<file path="src/rtl/des_pkg.sv">
// Shared DES constants: permutation tables, S-boxes, decrypt key-rotation schedule, FSM state type,
// and the permutation/substitution helpers used by the round and the top.
package des_pkg;

  localparam int DES_BLK_W = 64;

  typedef enum logic [1:0] {IDLE, ROUND, FINAL, DONE} state_t;

  // Table entries are FIPS 46-3 bit numbers: 1 = MSB of the source vector.
  localparam int IP_T [64] = '{
    58, 50, 42, 34, 26, 18, 10,  2, 60, 52, 44, 36, 28, 20, 12,  4,
    62, 54, 46, 38, 30, 22, 14,  6, 64, 56, 48, 40, 32, 24, 16,  8,
    57, 49, 41, 33, 25, 17,  9,  1, 59, 51, 43, 35, 27, 19, 11,  3,
    61, 53, 45, 37, 29, 21, 13,  5, 63, 55, 47, 39, 31, 23, 15,  7};

  localparam int FP_T [64] = '{
    40,  8, 48, 16, 56, 24, 64, 32, 39,  7, 47, 15, 55, 23, 63, 31,
    38,  6, 46, 14, 54, 22, 62, 30, 37,  5, 45, 13, 53, 21, 61, 29,
    36,  4, 44, 12, 52, 20, 60, 28, 35,  3, 43, 11, 51, 19, 59, 27,
    34,  2, 42, 10, 50, 18, 58, 26, 33,  1, 41,  9, 49, 17, 57, 25};

  localparam int E_T [48] = '{
    32,  1,  2,  3,  4,  5,  4,  5,  6,  7,  8,  9,
     8,  9, 10, 11, 12, 13, 12, 13, 14, 15, 16, 17,
    16, 17, 18, 19, 20, 21, 20, 21, 22, 23, 24, 25,
    24, 25, 26, 27, 28, 29, 28, 29, 30, 31, 32,  1};

  localparam int P_T [32] = '{
    16,  7, 20, 21, 29, 12, 28, 17,  1, 15, 23, 26,  5, 18, 31, 10,
     2,  8, 24, 14, 32, 27,  3,  9, 19, 13, 30,  6, 22, 11,  4, 25};

  localparam int PC1_T [56] = '{
    57, 49, 41, 33, 25, 17,  9,  1, 58, 50, 42, 34, 26, 18,
    10,  2, 59, 51, 43, 35, 27, 19, 11,  3, 60, 52, 44, 36,
    63, 55, 47, 39, 31, 23, 15,  7, 62, 54, 46, 38, 30, 22,
    14,  6, 61, 53, 45, 37, 29, 21, 13,  5, 28, 20, 12,  4};

  localparam int PC2_T [48] = '{
    14, 17, 11, 24,  1,  5,  3, 28, 15,  6, 21, 10,
    23, 19, 12,  4, 26,  8, 16,  7, 27, 20, 13,  2,
    41, 52, 31, 37, 47, 55, 30, 40, 51, 45, 33, 48,
    44, 49, 39, 56, 34, 53, 46, 42, 50, 36, 29, 32};

  // Indexed by {b5,b0,b4..b1} of the 6-bit group, i.e. row*16+col.
  localparam logic [3:0] SBOX [8][64] = '{
    '{14,4,13,1,2,15,11,8,3,10,6,12,5,9,0,7, 0,15,7,4,14,2,13,1,10,6,12,11,9,5,3,8,
      4,1,14,8,13,6,2,11,15,12,9,7,3,10,5,0, 15,12,8,2,4,9,1,7,5,11,3,14,10,0,6,13},
    '{15,1,8,14,6,11,3,4,9,7,2,13,12,0,5,10, 3,13,4,7,15,2,8,14,12,0,1,10,6,9,11,5,
      0,14,7,11,10,4,13,1,5,8,12,6,9,3,2,15, 13,8,10,1,3,15,4,2,11,6,7,12,0,5,14,9},
    '{10,0,9,14,6,3,15,5,1,13,12,7,11,4,2,8, 13,7,0,9,3,4,6,10,2,8,5,14,12,11,15,1,
      13,6,4,9,8,15,3,0,11,1,2,12,5,10,14,7, 1,10,13,0,6,9,8,7,4,15,14,3,11,5,2,12},
    '{7,13,14,3,0,6,9,10,1,2,8,5,11,12,4,15, 13,8,11,5,6,15,0,3,4,7,2,12,1,10,14,9,
      10,6,9,0,12,11,7,13,15,1,3,14,5,2,8,4, 3,15,0,6,10,1,13,8,9,4,5,11,12,7,2,14},
    '{2,12,4,1,7,10,11,6,8,5,3,15,13,0,14,9, 14,11,2,12,4,7,13,1,5,0,15,10,3,9,8,6,
      4,2,1,11,10,13,7,8,15,9,12,5,6,3,0,14, 11,8,12,7,1,14,2,13,6,15,0,9,10,4,5,3},
    '{12,1,10,15,9,2,6,8,0,13,3,4,14,7,5,11, 10,15,4,2,7,12,9,5,6,1,13,14,0,11,3,8,
      9,14,15,5,2,8,12,3,7,0,4,10,1,13,11,6, 4,3,2,12,9,5,15,10,11,14,1,7,6,0,8,13},
    '{4,11,2,14,15,0,8,13,3,12,9,7,5,10,6,1, 13,0,11,7,4,9,1,10,14,3,5,12,2,15,8,6,
      1,4,11,13,12,3,7,14,10,15,6,8,0,5,9,2, 6,11,13,8,1,4,10,7,9,5,0,15,14,2,3,12},
    '{13,2,8,4,6,15,11,1,10,9,3,14,5,0,12,7, 1,15,13,8,10,3,7,4,12,5,6,11,0,14,9,2,
      7,11,4,1,9,12,14,2,0,6,10,13,15,3,5,8, 2,1,14,7,4,10,8,13,15,12,9,0,3,5,6,11}};

  // Right-rotate applied to C/D after decrypt round rnd; entry 15 is unused (C/D reload follows).
  localparam logic [1:0] ROT_R [16] = '{1,2,2,2,2,2,2,1,2,2,2,2,2,2,1,0};

  function automatic logic [63:0] ip_perm(input logic [63:0] x);
    logic [63:0] y;
    for (int i = 0; i < 64; i++) y[63-i] = x[64-IP_T[i]];
    return y;
  endfunction

  function automatic logic [63:0] fp_perm(input logic [63:0] x);
    logic [63:0] y;
    for (int i = 0; i < 64; i++) y[63-i] = x[64-FP_T[i]];
    return y;
  endfunction

  function automatic logic [55:0] pc1_perm(input logic [63:0] x);
    logic [55:0] y;
    for (int i = 0; i < 56; i++) y[55-i] = x[64-PC1_T[i]];
    return y;
  endfunction

  function automatic logic [47:0] pc2_perm(input logic [55:0] x);
    logic [47:0] y;
    for (int i = 0; i < 48; i++) y[47-i] = x[56-PC2_T[i]];
    return y;
  endfunction

  function automatic logic [47:0] e_expand(input logic [31:0] x);
    logic [47:0] y;
    for (int i = 0; i < 48; i++) y[47-i] = x[32-E_T[i]];
    return y;
  endfunction

  function automatic logic [31:0] p_perm(input logic [31:0] x);
    logic [31:0] y;
    for (int i = 0; i < 32; i++) y[31-i] = x[32-P_T[i]];
    return y;
  endfunction

  function automatic logic [31:0] sbox_sub(input logic [47:0] x);
    logic [31:0] y;
    logic [5:0]  b;
    for (int s = 0; s < 8; s++) begin
      b = x[47-6*s -: 6];
      y[31-4*s -: 4] = SBOX[s][{b[5], b[0], b[4:1]}];
    end
    return y;
  endfunction

  function automatic logic [27:0] rot_r28(input logic [27:0] x, input logic [1:0] n);
    case (n)
      2'd1:    return {x[0], x[27:1]};
      2'd2:    return {x[1:0], x[27:2]};
      default: return x;
    endcase
  endfunction

endpackage

</file>
<file path="src/rtl/des_round.sv">
// One combinational DES Feistel round: L' = R, R' = L ^ P(S(E(R) ^ subkey)).
module des_round
  import des_pkg::*;
(
  input  logic [31:0] l,
  input  logic [31:0] r,
  input  logic [47:0] subkey,
  output logic [31:0] l_next,
  output logic [31:0] r_next
);

  logic [31:0] f;

  assign f      = p_perm(sbox_sub(e_expand(r) ^ subkey));
  assign l_next = r;
  assign r_next = l ^ f;

endmodule

</file>
<file path="src/rtl/des_decrypt_seq.sv">
// Iterative multi-block DES ECB decryptor: one round per clock, blocks processed low to high,
// with valid/ready handshakes on the ciphertext and plaintext sides.
module des_decrypt_seq
  import des_pkg::*;
#(
  parameter int NBLK   = 2,
  parameter int ROUNDS = 16
) (
  input  logic                    clk,
  input  logic                    rst_n,
  input  logic                    in_valid,
  output logic                    in_ready,
  input  logic [DES_BLK_W*NBLK-1:0] cipher,
  input  logic [127:0]            key,
  output logic                    out_valid,
  input  logic                    out_ready,
  output logic [DES_BLK_W*NBLK-1:0] plain,
  output logic                    busy
);

  localparam int W  = DES_BLK_W * NBLK;
  localparam int BW = (NBLK > 1) ? $clog2(NBLK) : 1;

  state_t          state, state_next;
  logic [W-1:0]    cipher_q, plain_q;
  logic [55:0]     key_q;
  logic [27:0]     c_q, d_q;
  logic [31:0]     l_q, r_q, l_next, r_next;
  logic [3:0]      rnd_q;
  logic [BW-1:0]   blk_q, blk_inc;
  logic [63:0]     next_blk_data;
  logic            last_rnd, last_blk;
  logic            unused_key_hi;

  assign unused_key_hi = ^key[127:64];

  assign last_rnd = (rnd_q == 4'(ROUNDS - 1));
  assign last_blk = (blk_q == BW'(NBLK - 1));
  assign blk_inc  = blk_q + 1'b1;

  des_round u_round (
    .l      (l_q),
    .r      (r_q),
    .subkey (pc2_perm({c_q, d_q})),
    .l_next (l_next),
    .r_next (r_next)
  );

  always_comb begin
    next_blk_data = '0;
    if (!last_blk) next_blk_data = cipher_q[DES_BLK_W*blk_inc +: DES_BLK_W];
  end

  always_ff @(posedge clk or negedge rst_n) begin
    if (!rst_n) state <= IDLE;
    else        state <= state_next;
  end

  // NOTE: every path assigns state_next because of the default on the first line; no latch is inferred.
  always_comb begin
    state_next = state;
    case (state)
      IDLE:    if (in_valid)  state_next = ROUND;
      ROUND:   if (last_rnd)  state_next = FINAL;
      FINAL:   state_next = last_blk ? DONE : ROUND;
      DONE:    if (out_ready) state_next = IDLE;
      default: state_next = IDLE;
    endcase
  end

  // NOTE: the datapath is reset along with the FSM so an aborted word leaves no trace and plain reads 0.
  always_ff @(posedge clk or negedge rst_n) begin
    if (!rst_n) begin
      cipher_q <= '0;
      plain_q  <= '0;
      key_q    <= '0;
      c_q      <= '0;
      d_q      <= '0;
      l_q      <= '0;
      r_q      <= '0;
      rnd_q    <= '0;
      blk_q    <= '0;
    end else begin
      // NOTE: non-blocking assignments so every register here samples pre-edge values of the others.
      case (state)
        IDLE: if (in_valid) begin
          cipher_q     <= cipher;
          key_q        <= pc1_perm(key[63:0]);
          {c_q, d_q}   <= pc1_perm(key[63:0]);
          {l_q, r_q}   <= ip_perm(cipher[63:0]);
          rnd_q        <= '0;
          blk_q        <= '0;
        end
        ROUND: begin
          l_q   <= l_next;
          r_q   <= r_next;
          rnd_q <= rnd_q + 4'd1;
          if (!last_rnd) begin
            c_q <= rot_r28(c_q, ROT_R[rnd_q]);
            d_q <= rot_r28(d_q, ROT_R[rnd_q]);
          end
        end
        FINAL: begin
          // R/L are swapped back before FP to undo the last round's half exchange.
          plain_q[DES_BLK_W*blk_q +: DES_BLK_W] <= fp_perm({r_q, l_q});
          rnd_q <= '0;
          if (!last_blk) begin
            blk_q      <= blk_inc;
            {l_q, r_q} <= ip_perm(next_blk_data);
            {c_q, d_q} <= key_q;
          end
        end
        default: ;
      endcase
    end
  end

  assign in_ready  = (state == IDLE);
  assign busy      = (state != IDLE);
  assign out_valid = (state == DONE);
  assign plain     = plain_q;

endmodule

</file>
<file path="config.mk">
export PLATFORM = sky130hd
export DESIGN_NAME = des_decrypt_seq
export DESIGN_NICKNAME = d
export VERILOG_FILES = /design/src/rtl/des_pkg.sv /design/src/rtl/des_round.sv /design/src/rtl/des_decrypt_seq.sv
export SDC_FILE = /design/constraint.sdc
export NUM_CORES = 1
export LEC_CHECK = 0
export ABC_AREA = 0
export ABC_CLOCK_PERIOD_IN_PS = 3200
export BUFFER_PORTS_ARGS = -buffer_cell sky130_fd_sc_hd__buf_2
export CAP_MARGIN = 10
export CELL_PAD_IN_SITES_DETAIL_PLACEMENT = 1
export CELL_PAD_IN_SITES_GLOBAL_PLACEMENT = 1
export CORE_ASPECT_RATIO = 2
export CORE_MARGIN = 5
export CORE_UTILIZATION = 46
export DETAILED_ROUTE_END_ITERATION = 8
export GPL_TIMING_DRIVEN = 1
export PLACE_DENSITY_LB_ADDON = 0.1
export SYNTH_ARGS = -nofsm -noshare
export SYNTH_HDL_FRONTEND = slang
export SYNTH_SLANG_ARGS = --single-unit
</file>
<file path="constraint.sdc">
create_clock -name clk -period 3.2 [get_ports clk]
set_clock_uncertainty 0.2 [all_clocks]
set_input_delay 0.48 -clock clk [delete_from_list [all_inputs] [get_ports clk]]
set_output_delay 0.48 -clock clk [all_outputs]
set_load 0.02 [all_outputs]
</file>
After elaboration in Yosys (flattened, before gate mapping)

Memories as Yosys holds them, arrays and structs flattened.
Cells that the tools add are included.
W data, S select, Z words.

Register bits: 439
Memory bits (read-only): 2080
Input port bits: 260
Output and inout bits: 131
Logic and storage cells: 112
Memories kept: 9

Add/sub/neg operators: 3
$lt $le $gt $ge: 9
Equal/unequal tests: 12
Shift-type cells: 3
Multiplexer cells: 45
Bitwise gates (word level): 11
Reductions and logical operators: 10

Memories:

| name            | depth | width | read ports | clocked after memory_dff | wr ports | line           | source |
|---|---|---|---|---|---|---|---|
| (no name shown) | 64    | 4     | 1          | 0                        | 0        | des_pkg.sv:107 | `y[31-4*s -: 4] = SBOX[s][{b[5], b[0], b[4:1]}];` |
| (no name shown) | 64    | 4     | 1          | 0                        | 0        | des_pkg.sv:107 |  |
| (no name shown) | 64    | 4     | 1          | 0                        | 0        | des_pkg.sv:107 |  |
| (no name shown) | 64    | 4     | 1          | 0                        | 0        | des_pkg.sv:107 |  |
| (no name shown) | 64    | 4     | 1          | 0                        | 0        | des_pkg.sv:107 |  |
| (no name shown) | 64    | 4     | 1          | 0                        | 0        | des_pkg.sv:107 |  |
| 3 more memories | --    | --    | --         | --                       | --       | --             |  |

Operators by type and width:

| kind                        | count |
|---|---|
| $pmux W32 S3                | 2 |
| $mux W28                    | 6 |
| $pmux W28 S3                | 2 |
| $bwmux W128                 | 1 |
| $mux W32                    | 4 |
| $shift A64 B34 Y128 const A | 1 |
| $shiftx A128 B8 Y64         | 1 |
| $shiftx A64 B34 Y128        | 1 |
| $pmux W28 S2                | 2 |
| $mux W4                     | 17 |
| $ge A7 B7 Y1 const B        | 8 |
| $not A6 Y7                  | 8 |
| $xor A48 B48 Y48            | 1 |
| $neg A7 Y34                 | 1 |
| $xor A32 B32 Y32            | 1 |
| $mux W2                     | 6 |
| $pmux W4 S3                 | 1 |
| $ne A2 B2 Y1 const B        | 4 |
| $pmux W2 S4                 | 1 |
| $eq A2 B2 Y1 const B        | 3 |
| $reduce_and A2 Y1           | 3 |
| $reduce_and A3 Y1           | 2 |
| $ge A5 B5 Y1 const B        | 1 |
| $not A4 Y5                  | 1 |
| other kinds (12)            | 15 |

Depth between registers and ports, before layout

Gate-level depths: netlist of run 1.

Depth in word-level cells: 8
Gate-level depth with buffers: 12
Depth with buffers taken out: 10

Modules after synthesis

A second synthesis of run 1 with hierarchy kept.

Cell total of the unflattened synthesis: 2380
Area, all modules: 22826.9 um^2

Modules (own cells, without submodules):

| module          | instances | cells an instance | area an instance (um^2) | sequential area each (um^2) |
|---|---|---|---|---|
| des_decrypt_seq | 1         | 1632              | 17062.6                 | 9384.0 |
| des_round       | 1         | 748               | 5764.3                  | 0.0 |

Worst setup path before layout of run 1

Ideal clock, no wire load.

Path type: reg2reg
Start point: reg rnd_q[2]
End point: reg c_q[23]
Setup time: 0.135 ns
Data arrival time: 2.568 ns
Data required time: 2.865 ns
Path slack: 0.298 ns
Cell stages (with the launch flop): 11
Path buffers: 3
Clock period less this slack: 2.902 ns
Path through: dfrtp_1 -> clkbuf_1 -> mux2i_1 -> nor2_1 -> a31oi_1 -> ha_1 -> clkbuf_1 -> buf_1 -> mux2_2 -> a221oi_1 -> o31ai_1

Word-level cells in the longest chain between the ends: 8
Elaborated cells between the ends (all ways): 13
Those cells by class: eq/ne (5); mux (5); bitwise (1); reduce/logical (1); memory (1)

Ends and longest elaborated chain:

| element                                             | line                   | source |
|---|---|---|
| start, declared                                     | des_decrypt_seq.sv:29  | `logic [3:0] rnd_q;` |
| start signal, assigned                              | des_decrypt_seq.sv:97  | `rnd_q <= rnd_q + 4'd1;` |
| $not A4 Y5 (not written as such)                    | des_decrypt_seq.sv:99  | `c_q <= rot_r28(c_q, ROT_R[rnd_q]);` |
| $mem_v2 Z16 W2                                      | --                     |  |
| $mux W2 (2 in series)                               | --                     |  |
| $eq A2 B2 Y1 / $eq A2 B1 Y1 (equally long branches) | des_pkg.sv:113         | `case (n)` |
| $pmux W28 S2                                        | des_pkg.sv:113         |  |
| $mux W28                                            | des_decrypt_seq.sv:98  | `if (!last_rnd) begin` |
| $pmux W28 S3                                        | des_decrypt_seq.sv:85  | `case (state)` |
| end signal, assigned                                | des_decrypt_seq.sv:89  | `{c_q, d_q} <= pc1_perm(key[63:0]);` |
| end signal, assigned                                | des_decrypt_seq.sv:99  |  |
| end signal, assigned                                | des_decrypt_seq.sv:110 | `{c_q, d_q} <= key_q;` |
| end, declared                                       | des_decrypt_seq.sv:27  | `logic [27:0] c_q, d_q;` |

Parallel ways exist; a longest one is shown, timed or not. The select of a mux whose other input is x is not followed.
A chain may end at the register's enable or synchronous reset.

Worst setup path after layout of run 1

Start point: reg r_q[13]
End point: reg r_q[18]

Word-level cells in the longest chain between the ends: 7

Ends and longest elaborated chain:

| element                                     | line                   | source |
|---|---|---|
| start, declared                             | des_decrypt_seq.sv:28  | `logic [31:0] l_q, r_q, l_next, r_next;` |
| start signal, assigned                      | des_decrypt_seq.sv:90  | `{l_q, r_q} <= ip_perm(cipher[63:0]);` |
| start signal, assigned                      | des_decrypt_seq.sv:96  | `r_q <= r_next;` |
| start signal, assigned                      | des_decrypt_seq.sv:109 | `{l_q, r_q} <= ip_perm(next_blk_data);` |
| $xor A48 B48 Y48                            | des_round.sv:14        | `assign f = p_perm(sbox_sub(e_expand(r) ^ subkey));` |
| $not A6 Y7 (not written as such)            | des_pkg.sv:107         |  |
| $mem_v2 Z64 W4                              | --                     |  |
| $mux W4 (not written as such) (2 in series) | des_pkg.sv:107         |  |
| $xor A32 B32 Y32                            | des_round.sv:16        | `assign r_next = l ^ f;` |
| $pmux W32 S3                                | des_decrypt_seq.sv:85  |  |

No other way between the ends. The select of a mux whose other input is x is not followed.

==> reports/results.ini, run 1 <==
[worst_hold_path]
hold_class=input pin to register
hold_start=cipher[84]
min_path_cells=2
min_to=cipher_q[84]$_DFFE_PN0P_

[critical_path]
r2r_cells=9
timing.rr.end=r_q[18]$_DFFE_PN0P_
cp_top_family=multiplexers
crit_type=register to register
cp-start-kind=register
cp.buffers_inverters=2
crit_chain=xor2_1, buf_4, ha_1, mux2i_1, mux4_2, o21ai_1, buf_4, xnor2_1, o21ai_1
critPathMaxFanout=13
rrSetupSlack_ns=0.12
crit_required_ns=3.46
crit_path_end_kind=register
cp.arrival_ns=3.34
cp_slowest_cell=ha_1
critPathMaxStageDelay_ns=0.58
reg2reg_from=r_q[13]$_DFFE_PN0P_

[floorplanning]
die_h_um=341.6
row_count=121
design.die.area_sq_um=60040
io_pins=391
core_area_sq_um=54500
initial_core_util_pct=46.39
fp.dieW_um=175.8

[global_routing]
grt-ovfl-total=0
grt_max_degree=113
grt_first_pass_wirelength_um=146900
grt_pass1_vias=23910
gr-usage-all-layers_pct=31.35
antenna_found_initial=5

[run_status]
status=finished clean

[synthesis]
avgSynthCellArea_sq_um=11.03
yosysSeqAreaShare_pct=43.25
syn-num-nets=2625
synthDistinctLibCells=70
synth_common_cells=dfrtp_1, mux2_2, nand2_1
synth_warnings=0
synthFlopType=dfrtp_1
synth_top_area_share_pct=43.25
synth-edff-count=0
ys_ff_latch=437
netlist_area_sq_um=25290
syn_inst=2293
yosysMostFrequentCell=dfrtp_1
yosys-top-cells-area=dfrtp_1, mux2_2, ha_1, a221oi_1, o31ai_1
synth_top_cell_by_area=dfrtp_1
synthArstFlopShare_pct=100.0

[clock_tree]
cts_root_buf=clkbuf_16
cts_tree=done
path_clk_slew_ns=0.07
cts_buffers=42
clock-sinks=437
clockBufferDepth=3
cts_max_level=2
clock_latency_ns=0.58

[sta]
period_needed_ns=3.082
tightest_slew_ns=1.044
fmax_mhz=324.5
report.final.hold_viol_count=0
fin_crit_sh_pct=96.31
rsz0062_at_grt=no
relSlewSlack_pct=29.91
setup_tns_ns=0
setup_viol=0
slew_viol_final=0
timing.hold.ws_ns=0.03987

[placement]
port_buffers=318
placedCellCount=3256
gp_congestion=0.9532
hpwl_um=66510

[routing]
routed_wl_um=95290
dr.pass1.iters=7
wl_per_cell_um=27.10
num_vias=21520
drc=0
antenna_left=0
viasPerCell=6.121
drtIter0Drc=1387

[cells_and_area]
area_growth_pct=24.94
final_nets=3137
seq_area_sq_um=10940
fin_cells=3516
multi_input_area_sq_um=13520
layout-drive-gt1-share_pct=36.42
fillers=5763
final_util_pct=57.97

[flow_run]
maxCapViolCount=0

## per-stage QoR
step | worst slack, ns | cell area, sq um
2_1_floorplan | 0.2975 | 25290
3_3_place_gp | 0.1756 | 28400
3_5_place_dp | 0.1305 | 28400
4_1_cts | 0.1299 | 31580
5_1_grt | 0.005970 | 31590
6_report | 0.1179 | 31590
## logic make-up after synthesis
logic type / after synthesis / share of synthesized area [%]
flip-flops: 437 / 43.25
AND/OR/NAND/NOR: 399 / 6.547
AO/OA/AOI/OAI: 539 / 15.21
multiplexers: 486 / 22.22
adder cells (fa/ha/maj): 72 / 3.563
XOR/XNOR: 136 / 5.557
buffers and inverters: 224 / 3.652
## worst max path at each step
stage	startpoint	to	slack, ns	depth (start not counted)
3_5_place_dp	d_q[19]$_DFFE_PN0P_	r_q[18]$_DFFE_PN0P_	0.13	9
6_report	r_q[13]$_DFFE_PN0P_	r_q[18]$_DFFE_PN0P_	0.12	9
4_1_cts	d_q[19]$_DFFE_PN0P_	r_q[18]$_DFFE_PN0P_	0.13	9
2_1_floorplan	rnd_q[2]$_DFFE_PN0P_	c_q[23]$_DFFE_PN0P_	0.30	10
3_3_place_gp	d_q[20]$_DFFE_PN0P_	r_q[17]$_DFFE_PN0P_	0.18	10
5_1_grt	r_q[13]$_DFFE_PN0P_	r_q[18]$_DFFE_PN0P_	0.006	9
## final cells by class
class	count	share of cell area, %
Antenna cell	4	0.03168
Clock buffer	60	3.964
Clock inverter	15	0.3564
Inverter	42	0.5149
Multi-Input combinational cell	1632	42.80
Sequential cell	437	34.63
Tap cell	676	2.677
Timing Repair Buffer	650	15.03
## state kept, by name (all words and copies together), names as in the netlist
signal and cells:
plain 128, cipher_q 126, key_q 56, l_q 32, r_q 32, c_q 28
d_q 28, rnd_q 4, state 2, blk_q 1
## placed cells by master, fill, tap and decap left out, types with 5 or more instances in the layout
cell | synthesis | routed
a2111oi_0 | 8 | 7
a211oi_1 | 25 | 25
a21oi_1 | 44 | 43
a221o_1 | 30 | 30
a221oi_1 | 96 | 96
a311oi_1 | 6 | 6
a31oi_1 | 21 | 20
buf_12 | 0 | 16
buf_2 | 29 | 317
buf_4 | 3 | 135
clkbuf_1 | 133 | 8
clkbuf_16 | 0 | 45
clkbuf_8 | 0 | 7
clkinv_2 | 0 | 10
dfrtp_1 | 437 | 436
dlygate4sd3_1 | 1 | 181
ha_1 | 72 | 69
inv_1 | 32 | 31
inv_2 | 9 | 9
mux2_2 | 429 | 429
mux2i_1 | 39 | 39
mux4_2 | 16 | 16
nand2_1 | 162 | 158
nand2b_1 | 7 | 6
nand3_1 | 31 | 31
nor2_1 | 146 | 146
nor3_1 | 32 | 32
o2111ai_1 | 5 | 5
o211ai_1 | 33 | 33
o21ai_0 | 88 | 88
o21ai_1 | 39 | 39
o221ai_1 | 6 | 6
o22ai_1 | 11 | 11
o31ai_1 | 97 | 97
xnor2_1 | 65 | 65
xnor2_2 | 13 | 13
xor2_1 | 47 | 47
xor2_2 | 8 | 8
## what timing repair did
action / 4_1_cts / 5_1_grt
hold buffers: 181 / 0
resized for setup: 0 / 2
hold endpoints to repair: 268 / 0
endpoints found under the setup margin: 0 / 2
buffers inserted: 0 / 0
## routing by layer
layer,up-vias,part of all wire [%],routed length (um),GRT usage (%)
met2,682,53,50940,58.06
met5,-,0.0073,7,0
met1,11120,37,35510,35.92
met3,190,4.9,4624,4.532
li1,9530,-,-,-
met4,2,4.4,4212,12.72
Power of run 1 is left out: the tool's default activity adds up to more than one toggle a clock period on the data nets, which glitch-free logic cannot reach.
==> inputs of run 2 (changes only) <==
- PLACE_DENSITY_LB_ADDON: 0.1 -> 0.25
- RECOVER_POWER: default -> 100
==> run 2 against run 1 <==
Compared with the run above:
- final area decreased by 1.3%
- register-to-register slack got worse by 0.03 ns
- largest cell class unchanged
- die area unchanged
- via count increased by 1.6%
- fmax decreased by 0.98%
- sequential share of layout area increased by 0.47 points
- utilization decreased by 0.77 points
- global-route usage increased by 0.87 points
- flip-flop and latch count unchanged
- final cell count decreased by 0.28%
- the run now ends with capacitance limit, slew limit left
==> reports/results.ini, run 2 (synthesized netlist as in run 1, its figures left out) <==
[cells_and_area]
area_growth_pct=23.29
seq_area_sq_um=10940  ; unchanged
layout-drive-gt1-share_pct=30.35  ; -6.1 points
largest_reg_flops=128  ; unchanged
final_nets=3126  ; -0.35%
multi_input_area_sq_um=13490  ; -0.25%
fin_cells=3506  ; -0.28%
final_common_cell=dfrtp_1
most-common-layout-cells=dfrtp_1, mux2_2, buf_2, dlygate4sd3_1, nand2_1
fillers=5802  ; +0.68%

[sta]
setup_slack_ns=0.08744  ; -0.03049 ns
report.final.hold_viol_count=0  ; unchanged
relSlewSlack_pct=-57.21  ; -87 points
tightest_slew_ns=2.358  ; +1.314 ns
slew_viol_final=69  ; +69
setup_viol=0  ; unchanged
timing.hold.ws_ns=0.01400  ; -0.02588 ns
fmax_mhz=321.3  ; -0.98%
fin_crit_sh_pct=97.27  ; +0.95 points
period_needed_ns=3.113  ; +0.03049 ns
setup_tns_ns=0  ; unchanged

[flow_run]
maxCapViolCount=1  ; +1

[floorplanning]
io_pins=391  ; unchanged
design.die.area_sq_um=60040  ; unchanged
row_count=121  ; unchanged
initial_core_util_pct=46.39  ; unchanged
core_area_sq_um=54500  ; unchanged
die_h_um=341.6  ; unchanged
fp.dieW_um=175.8  ; unchanged

[global_routing]
grt_first_pass_wirelength_um=150000  ; +2.2%
antenna_found_initial=8  ; +3
gr-usage-all-layers_pct=32.22  ; +0.87 points
grt_max_degree=98  ; -13%
grt-ovfl-total=0  ; unchanged
grt_pass1_vias=24080  ; +0.72%

[critical_path]
cp.arrival_ns=3.38  ; +0.04 ns
critPathMaxFanout=54  ; +41
crit_required_ns=3.46  ; about the same
crit_type=register to register
cp-start-kind=register
crit_path_end_kind=register

[clock_tree]
cts_root_buf=clkbuf_16
cts_tree=done
cts_max_level=2  ; unchanged
clock_latency_ns=0.60  ; +0.02 ns
cts_hold_buf=180  ; -0.55%
clock-sinks=437  ; unchanged
cts_resized=0  ; unchanged
clockBufferDepth=3  ; unchanged
cts_setup_buffers=0  ; unchanged
cts_buffers=42  ; unchanged
path_clk_slew_ns=0.07  ; about the same

[routing]
wl_per_cell_um=28.27  ; +4.3%
viasPerCell=6.234  ; +1.8%
dr.pass1.iters=5  ; -2
num_vias=21860  ; +1.6%
routed_wl_um=99130  ; +4.0%
antenna_left=0  ; unchanged
drc=0  ; unchanged
drtIter0Drc=1394  ; +0.50%

[placement]
post-place-ws_ns=0.1590  ; +0.02844 ns
gp_congestion=0.9549  ; +0.18%
hpwl_um=68280  ; +2.7%
placedCellCount=3245  ; -0.34%
port_buffers=318  ; unchanged

[run_status]
failed_checks=capacitance limit, slew limit
status=finished with violations

[worst_hold_path]
hold_class=input pin to register

## run 2: cell count changes in the layout (fill, tap and decap cells not counted), sizes merged
cell         before  now
buf             469  309
clkbuf           60  207
clkinvlp          2    4
diode             4    6
dlygate4sd3     181  180
## run 2: area by class of cell
class	count	area share (%)
inverter	42	0.5218
tap	676	2.713
clock buffer	57	3.713
multi-input combinational	1632	43.27
clock inverter	17	0.4816
antenna	6	0.04816
timing repair buffer	639	14.16
sequential	437	35.09
## run 2: stage by stage
step | utilization, % | cell area (sq um)
6_report | 57.20 | 31170
2_1_floorplan | - | 25290
4_1_cts | 57.72 | 31460
3_3_place_gp | 52.02 | 28350
3_5_place_dp | 52.02 | 28350
5_1_grt | 57.18 | 31160
## run 2: worst paths after layout
| path | from | to | slack [ns] | cells past startpoint |
|---|---|---|---|---|
| worst max-delay path | state[0]$_DFFE_PN0P_ | plain[48]$_DFFE_PN0P_ | 0.09 | 5 |
| worst min-delay path | cipher[53] | cipher_q[53]$_DFFE_PN0P_ | 0.01 | 2 |
| worst max register to register | state[0]$_DFFE_PN0P_ | plain[48]$_DFFE_PN0P_ | 0.09 | 5 |
| worst min register to register | cipher_q[22]$_DFFE_PN0P_ | cipher_q[22]$_DFFE_PN0P_ | 0.30 | 1 |
| max in group asynchronous | rst_n | key_q[23]$_DFFE_PN0P_ | 0.32 | 3 |
| min in group asynchronous | rst_n | key_q[5]$_DFFE_PN0P_ | 0.91 | 2 |
## run 2: critical path, cell delays in order, from the launching register on
cell and delay (ns):
dfrtp_1 0.45, inv_1 0.21, ha_4 0.51, nand2b_1 0.66, buf_12 0.45, mux2_1 0.44
## run 2: layer usage
layer	up-vias	global-route usage, %	share of wire, %
li1	9500	-	-
met1	11210	35.56	36
met2	862	58.85	52
met3	279	4.631	5.0
met4	4	17.82	6.6
met5	-	0	0.027
Power of run 2 is left out for the same reason.
